<file path="src/rtl/vx_tensor_tile_unit_if.sv">
// Bus bundle for the tensor tile unit: job control, load stream and store stream.
//
// Handshake rule for both streams: a beat transfers on a rising clk edge where
// valid and ready are both 1. The producer holds valid and its data stable until
// that edge; ready may depend on state but never on valid. in_ready is 1 only
// while loading; out_valid is 1 only while storing.
interface vx_tensor_tile_unit_if #(
    parameter int DATA_W = 32
);
    logic              start;
    logic              busy;
    logic              in_valid;
    logic              in_ready;
    logic [DATA_W-1:0] in_a;
    logic [DATA_W-1:0] in_b;
    logic              out_valid;
    logic              out_ready;
    logic [DATA_W-1:0] out_c;
    logic              out_last;
    logic              done;
    logic [1:0]        state_dbg;   // FSM state: 0 IDLE, 1 LOAD, 2 EXEC, 3 STORE

    modport master (
        output start, in_valid, in_a, in_b, out_ready,
        input  busy, in_ready, out_valid, out_c, out_last, done, state_dbg
    );

    modport slave (
        input  start, in_valid, in_a, in_b, out_ready,
        output busy, in_ready, out_valid, out_c, out_last, done, state_dbg
    );
endinterface

</file>
<file path="src/rtl/vx_tensor_tile_unit.sv">
// Square tile matrix multiply C = A x B. A and B are streamed in row-major,
// multiplied with one MAC per cycle (k innermost), and C is streamed out
// row-major. All arithmetic is unsigned and wraps modulo 2^DATA_W.
module vx_tensor_tile_unit #(
    parameter int TILE_N = 4,
    parameter int DATA_W = 32
) (
    input  logic                  clk,
    input  logic                  reset,   // asynchronous, active low
    vx_tensor_tile_unit_if.slave  bus
);
    localparam int NN    = TILE_N * TILE_N;
    localparam int IDX_W = $clog2(NN);
    localparam int CW    = $clog2(TILE_N);

    localparam logic [IDX_W-1:0] LAST_IDX = IDX_W'(NN - 1);
    localparam logic [CW-1:0]    LAST_CNT = CW'(TILE_N - 1);

    typedef enum logic [1:0] {
        S_IDLE  = 2'd0,
        S_LOAD  = 2'd1,
        S_EXEC  = 2'd2,
        S_STORE = 2'd3
    } state_t;

    state_t            state_q, state_d;
    logic [IDX_W-1:0]  idx_q, idx_d;
    logic [CW-1:0]     i_q, i_d;
    logic [CW-1:0]     j_q, j_d;
    logic [CW-1:0]     k_q, k_d;
    logic [DATA_W-1:0] acc_q, acc_d;
    logic              done_q, done_d;

    logic [DATA_W-1:0] a_q [NN];
    logic [DATA_W-1:0] b_q [NN];
    logic [DATA_W-1:0] c_q [NN];

    logic              load_we;
    logic              c_we;
    logic [IDX_W-1:0]  a_sel, b_sel, c_sel;
    logic [DATA_W-1:0] mac_sum;

    // Operand/result addressing for the current (i, j, k) step
    always_comb begin
        a_sel = IDX_W'(int'(i_q) * TILE_N + int'(k_q));
        b_sel = IDX_W'(int'(k_q) * TILE_N + int'(j_q));
        c_sel = IDX_W'(int'(i_q) * TILE_N + int'(j_q));
        // k == 0 starts a fresh dot product; the product is truncated to DATA_W
        mac_sum = ((k_q == '0) ? '0 : acc_q) + a_q[a_sel] * b_q[b_sel];
    end

    // Next-state, counter and write-enable logic
    always_comb begin
        state_d = state_q;
        idx_d   = idx_q;
        i_d     = i_q;
        j_d     = j_q;
        k_d     = k_q;
        acc_d   = acc_q;
        done_d  = 1'b0;
        load_we = 1'b0;
        c_we    = 1'b0;
        case (state_q)
            S_IDLE: begin
                if (bus.start) begin
                    state_d = S_LOAD;
                    idx_d   = '0;
                end
            end
            S_LOAD: begin
                if (bus.in_valid) begin
                    load_we = 1'b1;
                    if (idx_q == LAST_IDX) begin
                        state_d = S_EXEC;
                        idx_d   = '0;
                        i_d     = '0;
                        j_d     = '0;
                        k_d     = '0;
                    end else begin
                        idx_d = idx_q + 1'b1;
                    end
                end
            end
            S_EXEC: begin
                acc_d = mac_sum;
                if (k_q == LAST_CNT) begin
                    c_we = 1'b1;
                    k_d  = '0;
                    if (j_q == LAST_CNT) begin
                        j_d = '0;
                        if (i_q == LAST_CNT) begin
                            i_d     = '0;
                            state_d = S_STORE;
                            idx_d   = '0;
                        end else begin
                            i_d = i_q + 1'b1;
                        end
                    end else begin
                        j_d = j_q + 1'b1;
                    end
                end else begin
                    k_d = k_q + 1'b1;
                end
            end
            S_STORE: begin
                if (bus.out_ready) begin
                    if (idx_q == LAST_IDX) begin
                        state_d = S_IDLE;
                        idx_d   = '0;
                        done_d  = 1'b1;
                    end else begin
                        idx_d = idx_q + 1'b1;
                    end
                end
            end
            default: state_d = S_IDLE;
        endcase
    end

    // Control state registers
    always_ff @(posedge clk or negedge reset) begin
        if (!reset) begin
            state_q <= S_IDLE;
            idx_q   <= '0;
            i_q     <= '0;
            j_q     <= '0;
            k_q     <= '0;
            acc_q   <= '0;
            done_q  <= 1'b0;
        end else begin
            state_q <= state_d;
            idx_q   <= idx_d;
            i_q     <= i_d;
            j_q     <= j_d;
            k_q     <= k_d;
            acc_q   <= acc_d;
            done_q  <= done_d;
        end
    end

    // Tile storage: A/B captured on load beats, C written at the end of each dot product
    always_ff @(posedge clk or negedge reset) begin
        if (!reset) begin
            for (int n = 0; n < NN; n++) begin
                a_q[n] <= '0;
                b_q[n] <= '0;
                c_q[n] <= '0;
            end
        end else begin
            if (load_we) begin
                a_q[idx_q] <= bus.in_a;
                b_q[idx_q] <= bus.in_b;
            end
            if (c_we) begin
                c_q[c_sel] <= mac_sum;
            end
        end
    end

    // Outputs are pure functions of registered state, so reset zeroes them at once
    always_comb begin
        bus.busy      = (state_q != S_IDLE);
        bus.in_ready  = (state_q == S_LOAD);
        bus.out_valid = (state_q == S_STORE);
        bus.out_c     = (state_q == S_STORE) ? c_q[idx_q] : '0;
        bus.out_last  = (state_q == S_STORE) && (idx_q == LAST_IDX);
        bus.done      = done_q;
        bus.state_dbg = state_q;
    end
endmodule
</file>
<file path="src/flat_wrapper.sv">
// flat-port wrapper written by rule: the top's interface ports become plain ports
module vx_tensor_tile_unit_flat 
#(
    parameter int TILE_N = 4,
    parameter int DATA_W = 32
)
  (clk, reset, bus_start, bus_in_valid, bus_in_a, bus_in_b, bus_out_ready, bus_busy, bus_in_ready, bus_out_valid, bus_out_c, bus_out_last, bus_done, bus_state_dbg);
  vx_tensor_tile_unit_if #(.DATA_W(DATA_W)) bus_i ();
  input  logic clk;
  input  logic reset;
  input wire logic [$bits(bus_i.start)-1:0] bus_start;
  input wire logic [$bits(bus_i.in_valid)-1:0] bus_in_valid;
  input wire logic [$bits(bus_i.in_a)-1:0] bus_in_a;
  input wire logic [$bits(bus_i.in_b)-1:0] bus_in_b;
  input wire logic [$bits(bus_i.out_ready)-1:0] bus_out_ready;
  output wire logic [$bits(bus_i.busy)-1:0] bus_busy;
  output wire logic [$bits(bus_i.in_ready)-1:0] bus_in_ready;
  output wire logic [$bits(bus_i.out_valid)-1:0] bus_out_valid;
  output wire logic [$bits(bus_i.out_c)-1:0] bus_out_c;
  output wire logic [$bits(bus_i.out_last)-1:0] bus_out_last;
  output wire logic [$bits(bus_i.done)-1:0] bus_done;
  output wire logic [$bits(bus_i.state_dbg)-1:0] bus_state_dbg;
  assign bus_i.start = bus_start;
  assign bus_i.in_valid = bus_in_valid;
  assign bus_i.in_a = bus_in_a;
  assign bus_i.in_b = bus_in_b;
  assign bus_i.out_ready = bus_out_ready;
  assign bus_busy = bus_i.busy;
  assign bus_in_ready = bus_i.in_ready;
  assign bus_out_valid = bus_i.out_valid;
  assign bus_out_c = bus_i.out_c;
  assign bus_out_last = bus_i.out_last;
  assign bus_done = bus_i.done;
  assign bus_state_dbg = bus_i.state_dbg;
  vx_tensor_tile_unit #(.TILE_N(TILE_N), .DATA_W(DATA_W)) u_core (.clk(clk), .reset(reset), .bus(bus_i));
endmodule
</file>
<file path="config.mk">
export PLATFORM = sky130hd
export DESIGN_NAME = vx_tensor_tile_unit_flat
export DESIGN_NICKNAME = d
export VERILOG_FILES = /design/src/rtl/vx_tensor_tile_unit_if.sv /design/src/rtl/vx_tensor_tile_unit.sv /design/src/flat_wrapper.sv
export SDC_FILE = /design/constraint.sdc
export NUM_CORES = 2
export LEC_CHECK = 0
export ABC_CLOCK_PERIOD_IN_PS = 10650
export BUFFER_PORTS_ARGS = -buffer_cell sky130_fd_sc_hd__buf_4
export CAP_MARGIN = 20
export CORE_MARGIN = 2
export CORE_UTILIZATION = 64
export DETAILED_ROUTE_END_ITERATION = 16
export HOLD_SLACK_MARGIN = 0.08
export PLACE_DENSITY = 0.81
export SYNTH_ARGS = -nofsm -noshare
export SYNTH_HDL_FRONTEND = slang
export SYNTH_SLANG_ARGS = --single-unit
</file>
<file path="constraint.sdc">
create_clock -name clk -period 10.65 [get_ports clk]
set_input_delay 0.5325 -clock clk [delete_from_list [all_inputs] [get_ports clk]]
set_output_delay 0.5325 -clock clk [all_outputs]
set_load 0.01 [all_outputs]
</file>
==> results.sh <==
export IMPL_top_level_ports=108
export IMPL_grt_max_degree=197
export IMPL_ys_seq_area_share_pct=45.08
export IMPL_crit_required_ns=11.39
export IMPL_gp_congestion=0.9829
export IMPL_relSlewSlack_pct=25.81
export IMPL_synth_edf_count=0
export IMPL_die_h_um=374.3
export IMPL_dieArea_mm2=0.1401
export IMPL_cp_arrival_ns=10.97
export IMPL_rows=135
export IMPL_synth_avg_cell_area_um2=12.75
export IMPL_drive_gt1_share_pct=31.68
export IMPL_clk_pin_slew_ns=0.07
export IMPL_worst_path_buf_inv=9
export IMPL_period_needed_ns=10.23
export IMPL_cts_max_path_buffers=3
export IMPL_fmax_mhz=97.75
export IMPL_synth_top_family_by_area="multiplexers"
export IMPL_wl_per_cell_um=26.53
export IMPL_synth_nets=7534
export IMPL_clockRootBuffer="clkbuf_16"
export IMPL_cts_tree="built"
export IMPL_grt_overflow=0
export IMPL_tightest_slew_ns=1.113
export IMPL_clock_skew_final_ns=0.06039
export IMPL_cpPeakStageDelay_ns=0.69
export IMPL_drtIter0Drc=5363
export IMPL_status="finished clean"
export IMPL_final_common_cell="dfrtp_1"
export IMPL_antenna_found_initial=9
export IMPL_clock_sink_count=1581
export IMPL_synthArstFlopShare_pct=100.0
export IMPL_synthCells=6884
export IMPL_coreArea_mm2=0.1358
export IMPL_portBuffers=107
export IMPL_critPathKind="reg2reg"
export IMPL_endpoint_kind="flip-flop"
export IMPL_synth_warnings=0
export IMPL_hp_class="in2reg"
export IMPL_syn2layout_area_growth_pct=10.26
export IMPL_numCtsBuffers=160
export IMPL_hold_viol_final=0
export IMPL_wirelength_um=232900
export IMPL_antenna_left=0
export IMPL_rsz0062_at_grt="no"
export IMPL_finalNetCount=7509
export IMPL_crit_path_start_kind="flip-flop"
export IMPL_synth_cell_type_count=71
export IMPL_setup_ws_ns=0.4194
export IMPL_die_width_um=374.3
export IMPL_htree_levels=4
export IMPL_syn_area_mm2=0.08776
export IMPL_yosys_area_share_simple_pct=6.288
export IMPL_slowest_stage="dfrtp_4"
export IMPL_worst_skew_pair_late_latency_ns=0.84
export IMPL_finalMaxSlewViolations=0
export IMPL_place_hpwl_um=144300
export IMPL_grt_pass1_wl_um=363400
export IMPL_synthXorXnorAreaFrac_pct=0.9196
export IMPL_fin_tns_setup_ns=0
export IMPL_synth_fa_ha_area_share_pct=12.03
export IMPL_grt_pass1_vias=61190
export IMPL_final_cell_mix="dfrtp_1, mux2_2, nand2_1"
export IMPL_dp_slack_ns=0.4603
export IMPL_drv_cap=0
export IMPL_drt_pass1_iter_count=6
export IMPL_critical_path_max_fanout=35
export IMPL_viasPerCell=6.508
export IMPL_ys_ff_latch=1581
export IMPL_grt_usage_pct=34.05
export IMPL_setup_viol=0
export IMPL_drc=0
export IMPL_synthMuxAreaShare_pct=25.95
export IMPL_synth_compound_area_share_pct=4.989
export IMPL_cp_top_family="adder cells"
export IMPL_cpMostUsedCell="fa_1"
export IMPL_synth_ff_type="dfrtp_1"
export IMPL_start_util_pct=64.62
export IMPL_num_vias=57120
export IMPL_finalCritPeriodShare_pct=96.06
==> worst paths after layout <==
check	start	end	slack (ns)	depth (start not counted)
max reg2reg	u_core.k_q[0]$_DFFE_PN0P_	u_core.c_q[220]$_DFFE_PN0P_	0.42	33
max	u_core.k_q[0]$_DFFE_PN0P_	u_core.c_q[220]$_DFFE_PN0P_	0.42	33
max in group asynchronous	reset	u_core.a_q[120]$_DFFE_PN0P_	7.78	4
min reg2reg	u_core.c_q[63]$_DFFE_PN0P_	u_core.c_q[63]$_DFFE_PN0P_	0.47	2
min	bus_in_valid	u_core.idx_q[2]$_DFFE_PN0P_	0.24	4
min in group asynchronous	reset	u_core.c_q[484]$_DFFE_PN0P_	0.32	2
==> per-layer routing <==
| metal | global-route usage [%] | routed length (um) | up-vias |
|---|---|---|---|
| li1 | - | - | 23690 |
| met1 | 44.66 | 88780 | 30030 |
| met2 | 54.07 | 111700 | 2685 |
| met3 | 8.376 | 20770 | 700 |
| met4 | 15.88 | 11590 | 14 |
| met5 | 0 | 74 | - |
==> Yosys cell counts (all sizes together), types with 23 or more instances <==
library cell | n | share of area, %
mux2 | 1113 | 14
or2 | 30 | 0.21
dfrtp | 1581 | 45
nor2 | 300 | 1.3
clkbuf | 440 | 1.9
buf | 101 | 0.73
a21oi | 53 | 0.30
nand2b | 84 | 0.60
fa | 438 | 10
nand3 | 23 | 0.13
nor2b | 28 | 0.20
mux2i | 42 | 0.48
and2 | 48 | 0.34
ha | 143 | 2.0
o21ai | 473 | 2.7
inv | 496 | 2.1
o311ai | 29 | 0.29
xnor2 | 54 | 0.56
nand2 | 695 | 3.0
a22oi | 31 | 0.28
nor3 | 23 | 0.13
mux4 | 436 | 11
==> tightest hold or removal path, delay by kind of cell <==
| kind | cells | cell delay (ns) |
|---|---|---|
| simple gates | 1 | 0.15 |
| compound gates | 2 | 0.24 |
| buf+inv | 1 | 0.10 |
==> registers in the layout (all words and copies together), names as in the netlist <==
register / count
u_core.a_q: 512
u_core.b_q: 512
u_core.c_q: 512
u_core.acc_q: 32
u_core.idx_q: 4
u_core.bus.state_dbg: 2
u_core.i_q: 2
u_core.j_q: 2
u_core.k_q: 2
u_core.bus.done: 1
==> cell type report <==
| class | count | area (um2) |
|---|---|---|
| well taps | 1781 | 2228 |
| diodes | 4 | 10.01 |
| clock inverters | 67 | 1115 |
| inverters | 499 | 1873 |
| fillers | 8724 | 39040 |
| repair buffers | 354 | 3025 |
| multi-input cells | 4263 | 44330 |
| clock buffers | 227 | 4587 |
| flip-flops and latches | 1581 | 39590 |
==> through the flow <==
| step | instance area (um2) | hold slack [ns] | std cells | utilization, % |
|---|---|---|---|---|
| after floorplan | 87760 | 0.2369 | 6884 | - |
| after CTS | 96690 | 0.1831 | 8768 | 71.19 |
| after global routing | 96750 | 0.2426 | 8773 | 71.24 |
| final | 96760 | 0.2387 | 8776 | 71.25 |
| after detailed placement | 90320 | 0.4598 | 8408 | 66.51 |
| after global placement | 90320 | 0.4558 | 8408 | 66.51 |
==> cells by family (layout without fill, tap and decap cells) <==
family                   count (synthesis)  after routing
multiplexers                          1591           1591
flip-flops                            1581           1581
AND/OR/NAND/NOR                       1283           1283
buffers and inverters                 1040           1147
AO/OA/AOI/OAI                          730            730
adder cells (fa/ha/maj)                581            581
XOR/XNOR                                78             78
other                                    0              4
==> timing repair <==
item                                    4_1_cts  5_1_grt
setup buffers                                 0        1
resized for setup                             0        2
hold endpoints to repair                   1099        0
hold buffers                                 66        0
endpoints found under the setup margin        0       31
Power is not shown: default switching activity piles up to over one toggle a cycle in this logic, so the estimate is an artifact.
